**src/rtl/nes_bus_pkg.sv**
```systemverilog
// Shared CPU-bus definitions for the sprite DMA engine.
package nes_bus_pkg;

   typedef enum logic [2:0] {
      S_IDLE  = 3'd0,
      S_HALT  = 3'd1,
      S_ALIGN = 3'd2,
      S_READ  = 3'd3,
      S_WRITE = 3'd4
   } dma_state_t;

   localparam logic [15:0] DMA_REG_ADDR  = 16'h4014;
   localparam logic [15:0] OAM_DATA_ADDR = 16'h2004;
   localparam int          XFER_LEN      = 256;

   localparam logic RW_READ  = 1'b1;
   localparam logic RW_WRITE = 1'b0;

endpackage

```
**src/rtl/oam_dma_ctrl.sv**
```systemverilog
// Sprite DMA: halts the CPU and copies page P to OAM as get/put bus cycle pairs.
//
//   state   | meaning
//   --------+-----------------------------------------------------------
//   S_IDLE  | CPU owns the bus, watching for a write to DMA_REG_ADDR
//   S_HALT  | rdy low, CPU finishing write cycles; first read is dummy
//   S_ALIGN | extra dummy cycle so the first copy read lands on a get
//   S_READ  | get cycle: read {page,idx} into latch
//   S_WRITE | put cycle: write latch to OAM_DATA_ADDR, advance idx
module oam_dma_ctrl
   import nes_bus_pkg::*;
(
   input  logic        clk_ph1,
   input  logic        rst,
   input  logic [15:0] cpu_addr,
   input  logic [7:0]  cpu_dout,
   input  logic        cpu_rw,
   input  logic [7:0]  bus_din,
   output logic        rdy,
   output logic [15:0] bus_addr,
   output logic [7:0]  bus_dout,
   output logic        bus_rw,
   output logic        dma_active
);

   localparam logic [7:0] LAST_IDX = 8'(XFER_LEN - 1);

   dma_state_t state;
   logic [7:0] page;
   logic [7:0] idx;
   logic [7:0] latch;
   logic       parity;

   always_ff @(posedge clk_ph1 or negedge rst) begin
      if (!rst) begin
         state      <= S_IDLE;
         rdy        <= 1'b1;
         dma_active <= 1'b0;
         page       <= 8'h00;
         idx        <= 8'h00;
         latch      <= 8'h00;
         parity     <= 1'b0;
      end else begin
         parity <= ~parity;
         case (state)
            S_IDLE: begin
               if (cpu_addr == DMA_REG_ADDR && cpu_rw == RW_WRITE) begin
                  page  <= cpu_dout;
                  idx   <= 8'h00;
                  rdy   <= 1'b0;
                  state <= S_HALT;
               end
            end
            S_HALT: begin
               // parity=1 now means the cycle after this dummy read is a get
               if (cpu_rw == RW_READ) begin
                  dma_active <= 1'b1;
                  state      <= parity ? S_READ : S_ALIGN;
               end
            end
            S_ALIGN: begin
               state <= S_READ;
            end
            S_READ: begin
               latch <= bus_din;
               state <= S_WRITE;
            end
            S_WRITE: begin
               idx <= idx + 8'd1;
               if (idx == LAST_IDX) begin
                  rdy        <= 1'b1;
                  dma_active <= 1'b0;
                  state      <= S_IDLE;
               end else begin
                  state <= S_READ;
               end
            end
            default: begin
               rdy        <= 1'b1;
               dma_active <= 1'b0;
               state      <= S_IDLE;
            end
         endcase
      end
   end

   always_comb begin
      bus_addr = cpu_addr;
      bus_dout = cpu_dout;
      bus_rw   = cpu_rw;
      case (state)
         S_ALIGN: bus_rw = RW_READ;
         S_READ: begin
            bus_addr = {page, idx};
            bus_rw   = RW_READ;
         end
         S_WRITE: begin
            bus_addr = OAM_DATA_ADDR;
            bus_dout = latch;
            bus_rw   = RW_WRITE;
         end
         default: ;
      endcase
   end

endmodule

```
**config.mk**
```make
export PLATFORM = sky130hd
export DESIGN_NAME = oam_dma_ctrl
export DESIGN_NICKNAME = d
export VERILOG_FILES = /design/src/rtl/nes_bus_pkg.sv /design/src/rtl/oam_dma_ctrl.sv
export SDC_FILE = /design/constraint.sdc
export NUM_CORES = 1
export LEC_CHECK = 0
export CORE_MARGIN = 8
export CORE_UTILIZATION = 48
export CTS_CLUSTER_SIZE = 24
export DETAILED_ROUTE_END_ITERATION = 7
export GPL_TIMING_DRIVEN = 0
export MAX_ROUTING_LAYER = met4
export PLACE_DENSITY = 0.95
export SYNTH_ARGS = -nofsm -noshare
export SYNTH_HDL_FRONTEND = slang
export SYNTH_SLANG_ARGS = --single-unit
```
**constraint.sdc**
```tcl
create_clock -name clk_ph1 -period 3.7 [get_ports clk_ph1]
set_clock_uncertainty 0.1 [all_clocks]
set_input_delay 0.74 -clock clk_ph1 [delete_from_list [all_inputs] [get_ports clk_ph1]]
set_output_delay 0.74 -clock clk_ph1 [all_outputs]
set_load 0.02 [all_outputs]
```
# == Word level (Yosys, flattened, before mapping) ==
# Index checks and enable logic that the tools add are counted.
# word_totals
ff_bits,30
wordCells,48
# op_classes
addsub,1
mux,16
reduce_logical,11
n_bitwise,4
eq_ne,9
# op_table
op,count
$pmux W16 S2,1
$eq A16 B15 Y1 const B,1
$mux W8,2
$pmux W8 S2,1
$pmux W3 S5,1
$add A8 B1 Y8 const B,1
$eq A8 B8 Y1 const B,1
$eq A3 B2 Y1 const B,2
$mux W3,2
$ne A2 B2 Y1 const B,3
$pmux W1 S3,2
$reduce_and A2 Y1,3
$reduce_and A3 Y1,2
$reduce_or A3 Y1,2
$mux W1,5
$not A1 Y1,4
$eq A3 B1 Y1 const B,1
$eq A3 B3 Y1 const B,1
$logic_not A3 Y1,1
$mux W2,1
$pmux W1 S2,1
$reduce_bool A2 Y1,1
$reduce_or A2 Y1,1
$logic_and A1 B1 Y1,1

# == Longest topological paths before layout ==
# logic_depth
word_depth,4
ltp_mapped,7
ltp_nobuf,5

# == Worst setup path before layout ==
# Ideal clock, no wire load.
# synth_timing
path_type,register to output
from,reg state[0]
to,out bus_addr[10]
path_slack_ps,1286
stages_incl_launch_ff,8
path_buffers,3
arrival_time_ps,1574
path_cell_list,dfrtp_1 -> clkbuf_2 -> nor2b_1 -> and2_2 -> buf_2 -> nor2_2 -> buf_2 -> a22o_1
# synth_via
elab_chain_len,2
word_cells_on_any_way,3
cone_classes,eq/ne (2); mux (1)
# synth_lines
item,line,text
from (decl),oam_dma_ctrl.sv:28,dma_state_t state;
from (signal assigned),oam_dma_ctrl.sv:58,state <= parity ? S_READ : S_ALIGN;
$eq A3 B3 Y1 or $eq A3 B2 Y1 (tied branches),oam_dma_ctrl.sv:91,case (state)
$pmux W16 S2 (*),oam_dma_ctrl.sv:91,
to (decl),oam_dma_ctrl.sv:20,"output logic [15:0] bus_addr,"
# Mark *: on every way between the ends. The rest lies on a longest branch, timed or not.

# == Final worst setup path ==
# layout_timing
from,reg state[2]
to,out bus_dout[6]
# layout_via
elab_chain_len,2
# layout_lines
item,line,text
$eq A3 B3 Y1,oam_dma_ctrl.sv:91,
$mux W8,oam_dma_ctrl.sv:91,
to (decl),oam_dma_ctrl.sv:21,"output logic [7:0] bus_dout,"
# No other way between the ends.

==> impl_metrics.csv <==
group,metric,value,unit
run_status,outcome,"finished clean",
timing,layout_min_cycle_time,3.57,ns
global_routing,maximum_number_of_pins_on_one_net_before_global_route_repair,31,
cells_and_area,flow.area_growth_from_synthesis,43.2,%
setup_path,critical_path_class,"flip-flop to primary output",
setup_path,worstSetupEndpointType,"primary output",
placement,placement.io_buffers,61,
placement,routability_cong,0.855,
synth,synthesis.area_per_instance,9.73,um^2
cells_and_area,antenna_cells,0,
global_routing,first_global_vias,1680,
worst_hold_path,worstHoldPathType,"input pin to asynchronous set/reset pin",
cells_and_area,most_frequent_standard_cell_in_the_layout_excluding_fill_and_tap_cells,"clkdlybuf4s50_1",
cells_and_area,most_frequent_cells_in_the_layout,"clkdlybuf4s50_1, nand2_1, dfrtp_1",
clock_tree,ctsResizeCount,0,
routing,drc,0,
clock_tree,post-cts-setup-buffers,0,
die,die_h,75.2,um
synth,synth.yosys.warnings,0,
synth,synth-main-ff-cell,"dfrtp_1",
synth,synthCells,173,
clock_tree,clock_sinks,30,
power,sum_of_internal_switching_and_leakage_power,1.33,mW
synth,async_set_or_reset_flop_fraction_in_the_synthesized_netlist,100,%
global_routing,grt_overflow_total,0,
die,design.core.area,3360,um^2
synth,synth_cell_types,40,
global_routing,global_route.usage.total,19.3,%
setup_path,critical_path_peak_fanout,10,
flow_run,max_cap_viol_count,0,
routing,drt-total-wl,4.83,mm
timing,rsz_0062_raised_after_global_routing,"false",
timing,timing_worst_slew_pin_value,0.671,ns
timing,hold_viol,0,
setup_path,crit_required,2.86,ns
global_routing,antenna_found_initial,0,
clock_tree,clkTransAtPathRegs,0.10,ns
synth,synth.yosys.seq_area_share,44.7,%
timing,pins_over_their_slew_limit,0,
routing,num_vias,1646,
synth,synth_fp_nets,209,
synth,synth.top_cells.by_area,"dfrtp_1, mux2_2, nand2_1",
cells_and_area,stdcell_count,288,
power,ir_worst_vdd,375,uV
clock_tree,cts_made_buffers,5,
synth,synth_top_cell_area_share,43.1,%
synth,netlist.top_cell.by_area,"dfrtp_1",
synth,synth-edff-count,0,
routing,dr.first_iter.drc_count,194,
setup_path,worst_setup_path_start_kind,"flip-flop",
synth,postSynthRegisterBits,30,
timing,setup_tns,0,ns
routing,detail_route.vias_per_cell,5.72,
routing,dr.pass1.iters,4,
synth,syn_area,1680,um^2
clock_tree,tritoncts,"built",
placement,place.detailed.instances,280,
die,ioPinCount,62,
cells_and_area,regArea,752,um^2
clock_tree,root_buffer,"clkbuf_4",
placement,post-dp-hpwl,3.63,mm
routing,detail_route.wl_per_cell,16.8,um
clock_tree,h-tree-depth,2,
cells_and_area,final.fill_count,237,
clock_tree,cts_hold_repair_buffers,0,
timing,holdWs,0.322,ns
setup_path,crit_path_start,"state[2]",
timing,finalSetupViolCount,0,
cells_and_area,final_core_utilization,71.7,%
die,fp.dieArea,5660,um^2
cells_and_area,drive_gt1_share,16.1,%
power,power_per_cell_area,553,nW/um^2
cells_and_area,final_nets,277,
power,leakagePower,1.10,nW
timing,timing.fmax,0.280,GHz
cells_and_area,multi_input_gate_area_in_the_final_layout,853,um^2
timing,slew_headroom,55.3,%
global_routing,grt_first_pass_wirelength,7.92,mm
timing,finalCritPeriodShare,96.4,%
routing,ant_nets,0,
setup_path,arrival,2.73,ns
die,floorplan.die.width,75.2,um
setup_path,critical_path.reg2reg.startpoint,"state[2]",
die,placementRows,21,
die,initial_core_util,50.1,%
clock_tree,maximum_number_of_buffers_from_clock_root_to_sink,2,
clock_tree,clock_latency,0.34,ns
-- report_power, final --
part	total (mW)	switching, mW	internal, mW
clock	0.213	0.121	0.0920
combinational	0.674	0.344	0.330
sequential	0.448	0.0451	0.403
-- Yosys cell counts (2+ instances only) --
cell	instances
a21oi_1	2
a22o_1	14
a2bb2oi_1	2
and3_1	3
buf_2	4
buf_4	2
clkbuf_1	3
dfrtp_1	29
inv_1	5
mux2_2	16
mux2i_1	2
nand2_1	38
nand3_1	4
nand4_1	2
nand4b_1	2
nor2_1	6
nor2b_1	4
nor3b_1	2
nor4_1	2
nor4b_1	3
o21ai_0	8
o21bai_1	2
-- metrics by stage --
stage               area (um^2)  setup slack, ns
floorplan                  1680             1.29
global placement           2350            0.557
detailed placement         2350            0.558
finish                     2410            0.135
global route               2410          0.00908
CTS                        2410            0.146
-- state kept, by name, summed over array words and instances (netlist names) --
name        count
page            8
dma_active      1
latch           8
parity          1
idx             8
state           3
rdy             1
-- layer usage --
metal	global-route usage [%]	part of all wire, %	vias up
met5	-	0	-
met4	8.32	2.3	0
met3	7.06	10	11
met2	29.0	48	85
met1	22.8	40	797
li1	-	-	753
-- worst paths after layout --
kind,to,slack [ns],cells past startpoint
min in group clk_ph1,parity,0.34,1
max in group asynchronous,latch[5],2.74,1
worst max-delay path,bus_dout[6],0.13,6
worst min register to register,parity,0.34,1
worst max register to register,idx[2],1.72,5
worst min-delay path,idx[6],0.32,1
-- worst max-delay path, cell delays in order, from the launching register on --
cell,delay [ns]
dfrtp_1,0.33
buf_2,0.21
nor3b_2,0.54
clkbuf_1,0.47
nand2_1,0.14
nand2_1,0.08
clkdlybuf4s50_1,0.61
-- layout make-up --
class | count | area share (%)
Buffer | 11 | 2.70
Clock buffer | 7 | 2.28
Sequential cell | 30 | 31.2
Tap cell | 46 | 2.39
Clock inverter | 1 | 0.207
Multi-Input combinational cell | 127 | 35.4
Inverter | 5 | 0.778
Timing Repair Buffer | 61 | 25.1
-- kinds of logic after synthesis --
logic type / count (synthesis) / synth area share [%]
multiplexers: 18 / 11.9
AND/OR/NAND/NOR: 75 / 23.4
AO/OA/AOI/OAI: 33 / 14.5
flip-flops: 30 / 44.7
buffers and inverters: 16 / 4.83
adder cells (fa/ha/maj): 1 / 0.743
Note: power is estimated with default switching activity, not from simulation.
